File: src/rtl/alu_arbiter_if.sv
// ----------------------------------------------------------------------------
// alu_arbiter_if
//
// Purpose: one requester's connection to alu_arbiter. It carries the
// operation handshake (valid/ready plus operands) and the result strobe that
// comes back to that requester. Each requester gets its own instance.
//
// Signals:
//   valid       requester presents an operation
//   ready       arbiter accepted the operation this cycle
//   a, b        32-bit operands
//   ctrl        3-bit ALU control code
//   rsp_valid   one-cycle result strobe back to this requester
//   rsp_result  captured ALU result (held between responses)
//   rsp_zero    captured ALU zero flag (held between responses)
//
// Modports:
//   master  requester side (drives valid/a/b/ctrl)
//   slave   arbiter side (drives ready and the response signals)
// ----------------------------------------------------------------------------
interface alu_arbiter_if;
    logic        valid;
    logic        ready;
    logic [31:0] a;
    logic [31:0] b;
    logic [2:0]  ctrl;
    logic        rsp_valid;
    logic [31:0] rsp_result;
    logic        rsp_zero;

    modport master (
        output valid,
        output a,
        output b,
        output ctrl,
        input  ready,
        input  rsp_valid,
        input  rsp_result,
        input  rsp_zero
    );

    modport slave (
        input  valid,
        input  a,
        input  b,
        input  ctrl,
        output ready,
        output rsp_valid,
        output rsp_result,
        output rsp_zero
    );
endinterface

File: src/rtl/alu_arbiter.sv
// ----------------------------------------------------------------------------
// alu_arbiter
//
// Purpose: shares one combinational ALU between two requesters. An operation
// is accepted in IDLE, its operands are registered and presented to the ALU
// in EXEC, where the ALU output is captured, and the result is strobed back to
// the owning requester in RESP. Fixed latency of two cycles from accept to
// response; at most one operation every three cycles.
//
// Ports:
//   clk         rising-edge clock
//   reset       synchronous active-high reset
//   req0, req1  requester buses (alu_arbiter_if.slave)
//   alu_a       operand A to the shared ALU (from operand register)
//   alu_b       operand B to the shared ALU (from operand register)
//   alu_ctrl    control code to the shared ALU (from operand register)
//   alu_result  combinational ALU result
//   alu_zero    combinational ALU zero flag
//   ops_done    16-bit count of completed operations, wraps silently
//
// Configuration:
//   ALU_ARB_RR_EN  when defined, a both-valid tie goes to the requester that
//                  did not win last (round-robin). When undefined, port 0
//                  always wins a tie and no last-grant state exists.
// ----------------------------------------------------------------------------
module alu_arbiter (
    input  logic         clk,
    input  logic         reset,
    alu_arbiter_if.slave req0,
    alu_arbiter_if.slave req1,
    output logic [31:0]  alu_a,
    output logic [31:0]  alu_b,
    output logic [2:0]   alu_ctrl,
    input  logic [31:0]  alu_result,
    input  logic         alu_zero,
    output logic [15:0]  ops_done
);

    localparam logic [1:0] IDLE = 2'd0;
    localparam logic [1:0] EXEC = 2'd1;
    localparam logic [1:0] RESP = 2'd2;

    logic [1:0]  state;
    logic [31:0] op_a;
    logic [31:0] op_b;
    logic [2:0]  op_ctrl;
    logic        owner;
    logic [31:0] res_q;
    logic        zero_q;
    logic [15:0] ops_count;
    logic        grant0;
    logic        grant1;
    logic        prefer0;

`ifdef ALU_ARB_RR_EN
    // last_grant = 1 means port 1 won most recently, so port 0 is favoured
    // on the next tie. Reset value 1 makes port 0 win the first tie.
    logic last_grant;

    assign prefer0 = last_grant;

    always_ff @(posedge clk) begin
        if (reset) begin
            last_grant <= 1'b1;
        end else if (state == RESP) begin
            last_grant <= owner;
        end
    end
`else
    assign prefer0 = 1'b1;
`endif

    // Grant is only possible in IDLE; a tie is resolved by prefer0. A
    // withdrawn request simply stops participating, nothing is remembered.
    always_comb begin
        grant0 = 1'b0;
        grant1 = 1'b0;
        if (state == IDLE) begin
            if (req0.valid && (!req1.valid || prefer0)) begin
                grant0 = 1'b1;
            end else if (req1.valid) begin
                grant1 = 1'b1;
            end
        end
    end

    assign req0.ready = grant0;
    assign req1.ready = grant1;

    // Main sequencer: accept and register operands, capture ALU output, then
    // count the completed operation. A reset anywhere aborts the operation.
    always_ff @(posedge clk) begin
        if (reset) begin
            state     <= IDLE;
            op_a      <= 32'd0;
            op_b      <= 32'd0;
            op_ctrl   <= 3'd0;
            owner     <= 1'b0;
            res_q     <= 32'd0;
            zero_q    <= 1'b0;
            ops_count <= 16'd0;
        end else begin
            case (state)
                IDLE: begin
                    if (grant0 || grant1) begin
                        op_a    <= grant1 ? req1.a    : req0.a;
                        op_b    <= grant1 ? req1.b    : req0.b;
                        op_ctrl <= grant1 ? req1.ctrl : req0.ctrl;
                        owner   <= grant1;
                        state   <= EXEC;
                    end
                end
                EXEC: begin
                    res_q  <= alu_result;
                    zero_q <= alu_zero;
                    state  <= RESP;
                end
                RESP: begin
                    ops_count <= ops_count + 16'd1;
                    state     <= IDLE;
                end
                default: begin
                    state <= IDLE;
                end
            endcase
        end
    end

    // The ALU only ever sees registered operands, never the requester inputs.
    assign alu_a    = op_a;
    assign alu_b    = op_b;
    assign alu_ctrl = op_ctrl;

    assign req0.rsp_valid  = (state == RESP) && !owner;
    assign req1.rsp_valid  = (state == RESP) && owner;
    assign req0.rsp_result = res_q;
    assign req1.rsp_result = res_q;
    assign req0.rsp_zero   = zero_q;
    assign req1.rsp_zero   = zero_q;

    assign ops_done = ops_count;

endmodule

File: src/flat_wrapper.sv
// flat-port wrapper written by rule: the top's interface ports become plain ports
module alu_arbiter_flat 
  (clk, reset, alu_a, alu_b, alu_ctrl, alu_result, alu_zero, ops_done, req0_valid, req0_a, req0_b, req0_ctrl, req0_ready, req0_rsp_valid, req0_rsp_result, req0_rsp_zero, req1_valid, req1_a, req1_b, req1_ctrl, req1_ready, req1_rsp_valid, req1_rsp_result, req1_rsp_zero);
  alu_arbiter_if req0_i ();
  alu_arbiter_if req1_i ();
  input  logic clk;
  input  logic reset;
  output logic [31:0] alu_a;
  output logic [31:0] alu_b;
  output logic [2:0] alu_ctrl;
  input  logic [31:0] alu_result;
  input  logic alu_zero;
  output logic [15:0] ops_done;
  input wire logic [$bits(req0_i.valid)-1:0] req0_valid;
  input wire logic [$bits(req0_i.a)-1:0] req0_a;
  input wire logic [$bits(req0_i.b)-1:0] req0_b;
  input wire logic [$bits(req0_i.ctrl)-1:0] req0_ctrl;
  output wire logic [$bits(req0_i.ready)-1:0] req0_ready;
  output wire logic [$bits(req0_i.rsp_valid)-1:0] req0_rsp_valid;
  output wire logic [$bits(req0_i.rsp_result)-1:0] req0_rsp_result;
  output wire logic [$bits(req0_i.rsp_zero)-1:0] req0_rsp_zero;
  input wire logic [$bits(req1_i.valid)-1:0] req1_valid;
  input wire logic [$bits(req1_i.a)-1:0] req1_a;
  input wire logic [$bits(req1_i.b)-1:0] req1_b;
  input wire logic [$bits(req1_i.ctrl)-1:0] req1_ctrl;
  output wire logic [$bits(req1_i.ready)-1:0] req1_ready;
  output wire logic [$bits(req1_i.rsp_valid)-1:0] req1_rsp_valid;
  output wire logic [$bits(req1_i.rsp_result)-1:0] req1_rsp_result;
  output wire logic [$bits(req1_i.rsp_zero)-1:0] req1_rsp_zero;
  assign req0_i.valid = req0_valid;
  assign req0_i.a = req0_a;
  assign req0_i.b = req0_b;
  assign req0_i.ctrl = req0_ctrl;
  assign req0_ready = req0_i.ready;
  assign req0_rsp_valid = req0_i.rsp_valid;
  assign req0_rsp_result = req0_i.rsp_result;
  assign req0_rsp_zero = req0_i.rsp_zero;
  assign req1_i.valid = req1_valid;
  assign req1_i.a = req1_a;
  assign req1_i.b = req1_b;
  assign req1_i.ctrl = req1_ctrl;
  assign req1_ready = req1_i.ready;
  assign req1_rsp_valid = req1_i.rsp_valid;
  assign req1_rsp_result = req1_i.rsp_result;
  assign req1_rsp_zero = req1_i.rsp_zero;
  alu_arbiter u_core (.clk(clk), .reset(reset), .req0(req0_i), .req1(req1_i), .alu_a(alu_a), .alu_b(alu_b), .alu_ctrl(alu_ctrl), .alu_result(alu_result), .alu_zero(alu_zero), .ops_done(ops_done));
endmodule
File: config.mk
export PLATFORM = sky130hd
export DESIGN_NAME = alu_arbiter_flat
export DESIGN_NICKNAME = d
export VERILOG_FILES = /design/src/rtl/alu_arbiter_if.sv /design/src/rtl/alu_arbiter.sv /design/src/flat_wrapper.sv
export SDC_FILE = /design/constraint.sdc
export NUM_CORES = 1
export LEC_CHECK = 0
export ABC_AREA = 1
export CAP_MARGIN = 20
export CORE_AREA = 2 2 126 128
export CTS_CLUSTER_SIZE = 10
export DETAILED_ROUTE_END_ITERATION = 7
export DIE_AREA = 0 0 128 130
export DONT_BUFFER_PORTS = 1
export PLACE_DENSITY = 0.52
export SYNTH_ARGS = -nofsm -noshare
export SYNTH_HDL_FRONTEND = slang
export SYNTH_SLANG_ARGS = --single-unit
File: constraint.sdc
create_clock -name clk -period 3.2 [get_ports clk]
set_input_delay 0.48 -clock clk [delete_from_list [all_inputs] [get_ports clk]]
set_output_delay 0.48 -clock clk [all_outputs]
set_load 0.005 [all_outputs]
## Word-level counts from Yosys, hierarchy flattened

Cells that the tools add are included.

| word-level totals | value |
|---|---|
| flip-flop bits (word level) | 119 |
| input port bits | 171 |
| output and inout bits | 153 |

| operators by class | value |
|---|---|
| add/sub/neg operators | 1 |
| eq/ne operators | 3 |
| muxes and demuxes | 10 |
| reductions and logical operators | 6 |

Operators by type and width:

| cell | count |
|---|---|
| $mux 32 | 2 |
| $add 16x1->16 const B | 1 |
| $mux 1 | 5 |
| $pmux 2 s2 | 1 |
| $mux 3 | 1 |
| $eq 2x1->1 const B | 1 |
| $eq 2x2->1 const B | 1 |
| $logic_and 1x1->1 | 2 |
| $logic_not 2->1 | 1 |
| $mux 2 | 1 |
| $ne 2x2->1 const B | 1 |
| $reduce_and 2->1 | 1 |
| $logic_not 1->1 | 1 |
| $logic_or 1x1->1 | 1 |

## Longest topological paths before layout

| depth | value |
|---|---|
| word-level depth | 6 |
| mapped depth | 9 |
| gate-level depth less buffers | 9 |

## Worst setup path after synthesis

Ideal clock, no wire load.

| timing path | value |
|---|---|
| kind | input -> output |
| from | input port req0_valid |
| to | output port req1_ready |
| data arrival time | 0.964 ns |
| data required time | 2.720 ns |
| path slack | 1.756 ns |
| stages | 4 |
| path through | inv_1 > nand3_4 > clkbuf_1 > inv_1 |

| between the ends | value |
|---|---|
| longest elaborated chain between the ends | 2 |

Ends and longest elaborated chain:

| what | line | RTL |
|---|---|---|
| start: declaration | flat_wrapper.sv:14 | `input wire logic [$bits(req0_i.valid)-1:0] req0_valid;` |
| $mux 1 | alu_arbiter.sv:79 | `if (req0.valid && (!req1.valid \|\| prefer0)) begin` |
| $mux 1 | alu_arbiter.sv:78 | `if (state == IDLE) begin` |
| end: declaration | flat_wrapper.sv:26 | `output wire logic [$bits(req1_i.ready)-1:0] req1_ready;` |

No other way between the ends.

## Worst setup path in the final report

| timing path | value |
|---|---|
| from | register u_core.state[1] |
| to | register u_core.op_b[23] (netlist: u_core.alu_b[23]) |

| between the ends | value |
|---|---|
| longest elaborated chain between the ends | 4 |

Ends and longest elaborated chain:

| what | line | RTL |
|---|---|---|
| start: declaration | alu_arbiter.sv:43 | `logic [1:0] state;` |
| start signal: assignment | alu_arbiter.sv:94 | `state <= IDLE;` |
| start signal: assignment | alu_arbiter.sv:110 | `state <= EXEC;` |
| start signal: assignment | alu_arbiter.sv:116 | `state <= RESP;` |
| $logic_not 2->1 * | alu_arbiter.sv:78, alu_arbiter.sv:103 |  |
| $mux 1 | alu_arbiter.sv:78 |  |
| $logic_or 1x1->1 | alu_arbiter.sv:105 | `if (grant0 \|\| grant1) begin` |
| $reduce_and 2->1 (no source line) | n/a |  |
| end signal: assignment | alu_arbiter.sv:107 | `op_b <= grant1 ? req1.b : req0.b;` |
| end: declaration | alu_arbiter.sv:45 | `logic [31:0] op_b;` |

Every way passes the cells marked *; elsewhere a longest branch is shown, timed or not.
A chain may end at the register's enable or synchronous reset.

==> impl_metrics.yaml <==
cts:
  ctsResizeCount: 0
  cts_root_buffer: "clkbuf_16"
  cts_tree: "yes"
  cts_made_buffers: 17
  hold_buffers: 0
  clkTransAtPathRegs_ns: 0.05
  clock_sinks: 119
  cts-htree-levels: 4
  cts_buffer_depth: 2
  clk_latency_ns: 0.40
  postCtsSetupRepairBufs: 0
floorplanning:
  core-area_sq_um: 15420
  initial_core_util_pct: 34.81
  die_w_microns: 128
  num_io_pins: 324
  die_area_sq_um: 16640
  num_rows: 46
  die_y_microns: 130
drt:
  vias_per_cell: 4.974
  ant_nets: 0
  dr_total_vias: 4511
  drc: 0
  wl_per_cell_microns: 14.95
  drt_iter0_drc: 268
  drtPass1Iterations: 4
  drt_wl_total_microns: 13560
grt:
  track_usage_pct: 15.62
  grt_pass1_wl_microns: 20380
  grt-ovfl-total: 0
  grt_pass1_vias: 4151
  grt_max_degree: 112
  antenna_found_initial: 0
synth:
  syn-num-nets: 930
  synth-edff-count: 0
  yosysWarnings: 0
  synth_area_leaders: "dfxtp_1 (44%), o21ai_0 (15%), nand2_1 (7.1%)"
  synth_top_cell_area_share_pct: 44.37
  synth_area_sq_um: 5369
  ys_ff_latch: 119
  yosysTopAreaCell: "dfxtp_1"
  syn_inst: 758
  yosysMostFrequentCell: "o21ai_0"
  synth_async_sr_flop_share_pct: 0
  synth_flop_cell: "dfxtp_1"
  synth.distinct_cells: 24
  synth.cells.most_frequent: "o21ai_0 (163), dfxtp_1 (119), nand2_1 (102)"
  synth-seq-area-share_pct: 44.37
  avgSynthCellArea_sq_um: 7.083
setup_path:
  r2r_start: "u_core.state[1]"
  crit_chain: "nor2_2 > nand3_4 > nand2_4 > nand2_1 > o21ai_0"
  worstReg2RegEnd: "u_core.alu_b[23]"
  cp-end-kind: "register"
  worstPathRequired_ns: 3.51
  cpMaxStageDelayCell: "nand2_1"
  crit_path_start: "u_core.state[1]"
  path_class: "reg2reg"
  reg2reg_slack_ns: 1.03
  reg2regPathDepth: 5
  arrival_ns: 2.48
  cp-endpoint: "u_core.alu_b[23]"
  slowest_delay_ns: 0.57
  cp-start-kind: "register"
  path_max_fanout: 35
layout:
  drive_gt1_share_pct: 5.874
  syn_to_final_growth_pct: 6.059
  diodes: 0
  fillers: 1613
  multi_input_area_sq_um: 2143
  finalNetCount: 875
  seqCellArea_sq_um: 2382
placement:
  dpl_worst_slack_ns: 0.9691
  place_hpwl_microns: 9570
  portBuffers: 0
  place_congestion: 0.8187
min_path:
  min_path_cells: 1
  hold_class: "in2reg"
timing:
  relSlewSlack_pct: 30.31
  tns_ns: 0
  hold_viol: 0
  fin_crit_sh_pct: 67.72
  finalClockSkew_ns: 0.006123
  grt_setup_unrepaired: "false"
  slew_violations: 0
  layout_setup_ws_ns: 1.033
  setup_viol_count_final: 0
  worstMarginPinSlew_ns: 1.045
  fmax_mhz: 461.5
  finalCriticalPeriod_ns: 2.167
flow_run:
  maxCapViolations: 0
pwr:
  peakVddDrop_mv: 0.3307
  power_leakage_uw: 0.002565
  powerDensity_nw_per_um2: 672.4
status:
  status: "finished clean"
-- power breakdown --
group / switching, uW / internal [uW]
combinational: 230 / 107
sequential: 127 / 1620
clock: 649 / 1100
-- metal layers --
metal  track usage (%)  vias to the layer above  wire length [microns]
li1                  -                     2292                      -
met1             16.89                     2000                   5459
met2             26.96                      198                   6712
met3             6.109                       21                   1092
met4             7.498                        0                    297
met5                 0                        -                      0
-- metrics by stage --
step | area, sq um | hold WS [ns] | std cells | util (%) | total power (uW)
4_1_cts | 5694 | 0.1160 | 907 | 36.92 | 3891
6_report | 5694 | 0.1437 | 907 | 36.92 | 3829
3_5_place_dp | 5152 | 0.4960 | 876 | 33.40 | 2120
2_1_floorplan | 5369 | 0.4621 | 758 | - | 2080
3_3_place_gp | 5152 | 0.4927 | 876 | 33.40 | 2102
5_1_grt | 5694 | 0.1175 | 907 | 36.92 | 4024
-- critical path, delay by kind of cell (launching register included) --
| family | cells | cell delay, ns |
|---|---|---|
| DFF | 1 | 0.34 |
| and+or+nand+nor | 4 | 1.38 |
| AOI/OAI and AO/OA | 1 | 0.35 |
-- registers in the layout, indices dropped and copies added, names as in the netlist --
signal                  count
u_core.alu_a               32
u_core.alu_b               32
u_core.req0.rsp_result     32
u_core.ops_done            16
u_core.alu_ctrl             3
u_core.state                2
u_core.owner                1
u_core.req0.rsp_zero        1
-- placed cells by master (no fill, tap or decap), drive strengths merged --
master / synthesis / routed
nand2: 103 / 103
nor2: 99 / 99
and3: 1 / 1
buf: 54 / 5
clkinv: 0 / 5
nor3b: 3 / 3
o21ai: 173 / 173
bufinv: 0 / 1
clkinvlp: 0 / 3
nand4: 4 / 4
a21oi: 45 / 45
nand3: 33 / 33
nor3: 3 / 3
inv: 93 / 93
a31oi: 1 / 1
ha: 1 / 1
xor2: 1 / 1
dfxtp: 119 / 119
clkbuf: 25 / 22
-- cell type report --
class,count,share of cell area (%)
clock buffers,22,8.152
multi-input cells,467,37.64
clock inverters,9,1.362
well taps,192,4.219
repair buffers,5,0.6592
inverters,93,6.131
flip-flops and latches,119,41.84
-- cells by family after synthesis --
group                      share of synthesized area (%)
and+or+nand+nor                                    19.04
AOI/OAI and AO/OA                                  20.44
buffers and inverters                              15.75
DFF                                                44.37
xor gates and xnor gates                          0.1632
adders and majority gates                         0.2330
-- worst min-delay path by stage --
stage | start | endpoint | slack [ns]
after floorplan | u_core.ops_done[2] | u_core.ops_done[2] | 0.46
after global placement | u_core.alu_b[31] | u_core.alu_b[31] | 0.49
after detailed placement | u_core.alu_b[28] | u_core.alu_b[28] | 0.50
after CTS | reset | u_core.ops_done[6] | 0.12
after global routing | reset | u_core.owner | 0.12
final | reset | u_core.ops_done[13] | 0.14
No activity file was read; power rests on OpenSTA's default activity.
